--- src/rtl/execute_flag_write_sequencer.sv ---
// Flag-write sequencer between issue and the execute flag register.
// A flag-writing instruction records its owning unit and stalls issue
// until that unit delivers a result, which is committed as a single
// registered strobe. Flushes and timeouts abandon the pending write.
module execute_flag_write_sequencer #(
  parameter int P_TIMEOUT = 16
) (
  input  logic       iCLOCK,
  input  logic       iRESET_SYNC,
  input  logic       iCTRL_HOLD,
  input  logic       iFLUSH,
  input  logic       iISSUE_VALID,
  input  logic       iISSUE_FLAG_WRITE,
  input  logic [1:0] iISSUE_UNIT,
  output logic       oISSUE_BUSY,
  input  logic       iSHIFT_VALID,
  input  logic       iADDER_VALID,
  input  logic       iMUL_VALID,
  input  logic       iLOGIC_VALID,
  input  logic [4:0] iSHIFT_FLAG,
  input  logic [4:0] iADDER_FLAG,
  input  logic [4:0] iMUL_FLAG,
  input  logic [4:0] iLOGIC_FLAG,
  output logic       oFLAG_WRITE_VALID,
  output logic [4:0] oFLAG_WRITE_DATA,
  output logic [1:0] oFLAG_WRITE_UNIT,
  output logic [1:0] oPENDING_UNIT,
  output logic       oTIMEOUT
);

  typedef enum logic {
    IDLE = 1'b0,
    WAIT = 1'b1
  } state_t;

  localparam logic [7:0] LAST_WAIT = 8'(P_TIMEOUT - 1);

  state_t     state;
  logic [7:0] waitCnt;
  logic [1:0] pendingUnit;
  logic       commitVld_p1;
  logic [4:0] commitData_p1;
  logic [1:0] commitUnit_p1;
  logic       timeout_p1;

  logic       matchVld_p0;
  logic [4:0] matchFlag_p0;
  logic       accept;

  // Select the valid/flag pair of the unit currently owed a result.
  always_comb begin
    matchVld_p0  = 1'b0;
    matchFlag_p0 = 5'h00;
    case (pendingUnit)
      2'd0: begin matchVld_p0 = iSHIFT_VALID; matchFlag_p0 = iSHIFT_FLAG; end
      2'd1: begin matchVld_p0 = iADDER_VALID; matchFlag_p0 = iADDER_FLAG; end
      2'd2: begin matchVld_p0 = iMUL_VALID;   matchFlag_p0 = iMUL_FLAG;   end
      default: begin matchVld_p0 = iLOGIC_VALID; matchFlag_p0 = iLOGIC_FLAG; end
    endcase
  end

  assign oISSUE_BUSY   = (state == WAIT);
  assign oPENDING_UNIT = (state == WAIT) ? pendingUnit : 2'd0;
  assign accept        = iISSUE_VALID & ~oISSUE_BUSY & ~iCTRL_HOLD & ~iFLUSH;

  // Sequencer state, wait counter and registered commit/timeout pulses.
  always_ff @(posedge iCLOCK) begin
    if (iRESET_SYNC) begin
      state         <= IDLE;
      waitCnt       <= 8'd0;
      pendingUnit   <= 2'd0;
      commitVld_p1  <= 1'b0;
      commitData_p1 <= 5'h00;
      commitUnit_p1 <= 2'd0;
      timeout_p1    <= 1'b0;
    end else if (iCTRL_HOLD) begin
      // Frozen; pulses drop so a strobe is never repeated across a hold.
      commitVld_p1 <= 1'b0;
      timeout_p1   <= 1'b0;
    end else begin
      commitVld_p1 <= 1'b0;
      timeout_p1   <= 1'b0;
      case (state)
        IDLE: begin
          if (accept && iISSUE_FLAG_WRITE) begin
            pendingUnit <= iISSUE_UNIT;
            waitCnt     <= 8'd0;
            state       <= WAIT;
          end
        end
        WAIT: begin
          if (iFLUSH) begin
            waitCnt <= 8'd0;
            state   <= IDLE;
          end else if (matchVld_p0) begin
            commitVld_p1  <= 1'b1;
            commitData_p1 <= matchFlag_p0;
            commitUnit_p1 <= pendingUnit;
            waitCnt       <= 8'd0;
            state         <= IDLE;
          end else if (waitCnt == LAST_WAIT) begin
            timeout_p1 <= 1'b1;
            waitCnt    <= 8'd0;
            state      <= IDLE;
          end else begin
            waitCnt <= waitCnt + 8'd1;
          end
        end
        default: state <= IDLE;
      endcase
    end
  end

  // ---- stage p1: registered commit outputs ----
  assign oFLAG_WRITE_VALID = commitVld_p1;
  assign oFLAG_WRITE_DATA  = commitData_p1;
  assign oFLAG_WRITE_UNIT  = commitUnit_p1;
  assign oTIMEOUT          = timeout_p1;

endmodule

--- config.mk ---
export PLATFORM = sky130hd
export DESIGN_NAME = execute_flag_write_sequencer
export DESIGN_NICKNAME = d
export VERILOG_FILES = /design/src/rtl/execute_flag_write_sequencer.sv
export SDC_FILE = /design/constraint.sdc
export NUM_CORES = 1
export LEC_CHECK = 0
export ABC_AREA = 0
export BUFFER_PORTS_ARGS = -buffer_cell sky130_fd_sc_hd__buf_2
export CAP_MARGIN = 30
export CELL_PAD_IN_SITES_DETAIL_PLACEMENT = 1
export CELL_PAD_IN_SITES_GLOBAL_PLACEMENT = 1
export CORE_MARGIN = 3
export CORE_UTILIZATION = 35
export DETAILED_ROUTE_END_ITERATION = 16
export PLACE_DENSITY = 0.75
export SYNTH_ARGS = -nofsm -noshare
export SYNTH_HDL_FRONTEND = slang
export SYNTH_SLANG_ARGS = --single-unit
--- constraint.sdc ---
create_clock -name iCLOCK -period 2 [get_ports iCLOCK]
set_input_delay 0.2 -clock iCLOCK [delete_from_list [all_inputs] [get_ports iCLOCK]]
set_output_delay 0.2 -clock iCLOCK [all_outputs]
set_load 0.1 [all_outputs]
==> flow_summary.yaml <==
outcome:
  status: "finished clean"
worst_hold_path:
  min_path_cells: 3
  hp-class: "in -> reg"
synthesis:
  syn-cell-area_mm2: 0.001072
  synth-xor-area-share_pct: 0
  avgSynthCellArea_um2: 10.31
  synth.most_common_cell: "dfxtp_1"
  yosys.area_share.simple_pct: 23.34
  yosysUniqueCellTypes: 35
  synthTopCellsByArea: "dfxtp_1 37%, mux4_1 12%, mux2i_1 8.4%, nor2_1 4.6%, nand3_1 3.7%"
  synth_edf_count: 0
  synth.top_cell.area_share_pct: 37.34
  ys.flop_type: "dfxtp_1"
  async_flop_share_pct: 0
  synth_cells: 104
  synth_common_cells: "20 x dfxtp_1, 13 x nor2_1, 9 x mux2i_1"
  syn_nets: 137
  netlist.top_cell.by_area: "dfxtp_1"
  ys_seq_elements: 20
  synthAdderAreaFrac_pct: 1.167
  synth-compound-area-share_pct: 12.14
  yosysWarnings: 0
  synth_top_family_by_area: "simple AND/OR/NAND/NOR gates"
  ys_seq_area_share_pct: 37.34
  muxShareOfSynthArea_pct: 22.75
place:
  dp.final_hpwl_um: 2331
  io_buffer_count: 43
  placed_area_mm2: 0.001311
  globalplace.congestion: 0.7956
clock_tree:
  clk_latency_ns: 0.30
  cts_resized: 0
  cts_setup_buffers: 0
  cts_hold_buf: 0
  clock_sinks: 20
  clkTransAtPathRegs_ns: 0.11
  cts_tree: "done"
  cts_inserted_buffers: 3
  h-tree-depth: 1
  cts_root_buffer: "clkbuf_4"
  cts_buffer_depth: 2
timing:
  fin_worst_skew_ns: 0.001590
  setup-tns-final_ns: 0
  relSlewSlack_pct: 62.32
  max_freq_ghz: 0.5347
  tightest_slew_ns: 0.5610
  maxSlewViolCount: 0
  setup_violations: 0
  rsz0062_at_grt: "false"
  post-route-period-util_pct: 93.52
  period_needed_ns: 1.870
  hold_viol: 0
route:
  drc: 0
  ant_nets: 0
  drtIter0Drc: 46
  vias: 974
  dr.pass1.iters: 4
  drt-vias-per-instance: 5.472
  wl_per_cell_um: 16.44
  wl_um: 2927
setup_path:
  path_delay_family: "multiplexers"
  end_kind: "flop"
  arrival_ns: 2.06
  cp_num_buf_inv: 0
  cp.depth: 4
  crit_type: "reg -> reg"
  path_cells: "mux4_2 -> or3b_1 -> mux2i_1 -> nor2_1"
  slowest_stage: "mux4_2"
  worst-path-max-fanout: 8
  crit_required_ns: 2.19
  reg2reg_depth: 4
  max_stage_delay_ns: 0.61
  critical_path.startpoint_type: "flop"
floorplanning:
  die_x_um: 61.35
  initial_utilization_pct: 37.90
  dieArea_mm2: 0.003764
  die_h_um: 61.35
  pin_count: 44
  num_rows: 19
  coreArea_mm2: 0.002829
power_and_ir_drop:
  p_leak_nw: 0.5939
  vdd_ir_drop_max_mv: 0.3297
  power_density_mw_per_mm2: 506.0
grt:
  gr-usage-all-layers_pct: 16.77
  antenna_found_initial: 0
  grt_first_pass_wirelength_um: 4678
  grt_max_degree: 21
  grt_pass1_vias: 963
  overflow: 0
finish:
  nets: 182
  drive_above_1_share_pct: 38.78
  diodes: 0
  area_growth_pct: 24.39
  finish.instance_area_mm2: 0.001334
  n_fill_cell: 345
flow_run:
  max_cap_violations: 0
-- layout by cell type (no fill, tap or decap) --
cell / synthesis / layout
nor3_4: 1 / 1
mux2i_1: 9 / 9
nor2_1: 13 / 13
o21ai_0: 2 / 2
a211oi_1: 1 / 1
o211ai_1: 1 / 1
and2_1: 1 / 1
a41oi_2: 1 / 1
nand3b_1: 3 / 3
buf_2: 1 / 43
a21oi_1: 4 / 4
a21o_1: 1 / 1
and3_1: 1 / 1
a31oi_1: 3 / 3
nor4_1: 2 / 2
and4b_2: 1 / 1
mux4_1: 5 / 5
nand3_1: 8 / 8
clkbuf_4: 0 / 3
or2b_1: 1 / 1
a22oi_1: 1 / 1
mux4_2: 1 / 1
or3b_1: 1 / 1
dfxtp_2: 0 / 1
inv_1: 1 / 1
nand2_1: 7 / 7
a311oi_2: 1 / 1
nor3_1: 4 / 4
ha_1: 1 / 1
and2_2: 1 / 1
a211oi_4: 1 / 1
dfxtp_1: 20 / 19
or2_2: 1 / 1
and4b_1: 1 / 1
buf_4: 1 / 2
-- final cells by class --
cell class | instances | area [um^2] | area share (%)
Multi-Input combinational cell | 78 | 636.9 | 47.75
Sequential cell | 20 | 401.6 | 30.11
Timing Repair Buffer | 45 | 230.2 | 17.26
Tap cell | 31 | 38.79 | 2.908
Clock buffer | 3 | 22.52 | 1.689
Inverter | 1 | 3.754 | 0.2814
-- where the power goes --
part | switching, mW | total [mW] | leakage, nW | internal, mW
Clock | 0.122 | 0.192 | 0.0138 | 0.0702
Sequential | 0.00186 | 0.402 | 0.162 | 0.400
Combinational | 0.0410 | 0.0809 | 0.419 | 0.0398
Total | 0.165 | 0.675 | 0.594 | 0.510
-- worst register-to-register path: cells and delay by family, from the launching register on --
kind	cells	cell delay, ns
multiplexers	2	0.86
AND/OR/NAND/NOR	2	0.53
flip-flops	1	0.37
-- per-stage QoR --
step	hold WS [ns]	setup slack [ns]	instances	utilization, %	total power [mW]
6_report	0.1350	0.1296	178	47.15	0.6749
4_1_cts	0.1331	0.1075	178	47.15	0.6843
3_3_place_gp	0.4560	0.2186	175	46.35	0.4899
5_1_grt	0.1626	0.009300	178	47.15	0.7115
3_5_place_dp	0.4545	0.1308	175	46.35	0.4930
2_1_floorplan	0.3472	0.1108	104	-	0.4542
-- flip-flops by register name, summed over array words and instances, names as in the netlist --
signal	cells
oFLAG_WRITE_DATA	5
oFLAG_WRITE_UNIT	2
oFLAG_WRITE_VALID	1
oISSUE_BUSY	1
oTIMEOUT	1
pendingUnit	2
waitCnt	8
-- final timing paths --
path              slack, ns                   to            from
setup / recovery       0.13  oFLAG_WRITE_UNIT[1]  pendingUnit[0]
hold / removal         0.14       pendingUnit[0]  iISSUE_UNIT[0]
setup reg to reg       0.13  oFLAG_WRITE_UNIT[1]  pendingUnit[0]
hold reg to reg        0.50           waitCnt[0]      waitCnt[0]
-- logic make-up after synthesis --
group           after synthesis
compound gates               16
flops                        20
simple gates                 46
fa+ha+maj                     1
mux                          15
buf+inv                       6
-- routing by layer --
metal  track usage [%]  vias up  share of wire [%]
li1                  -      484                  -
met1             22.66      461                 47
met2             27.34       25                 48
met3             3.983        4                4.5
met4             3.636        0                1.2
met5                 0        -                  0
No activity file was read; power rests on OpenSTA's default activity.
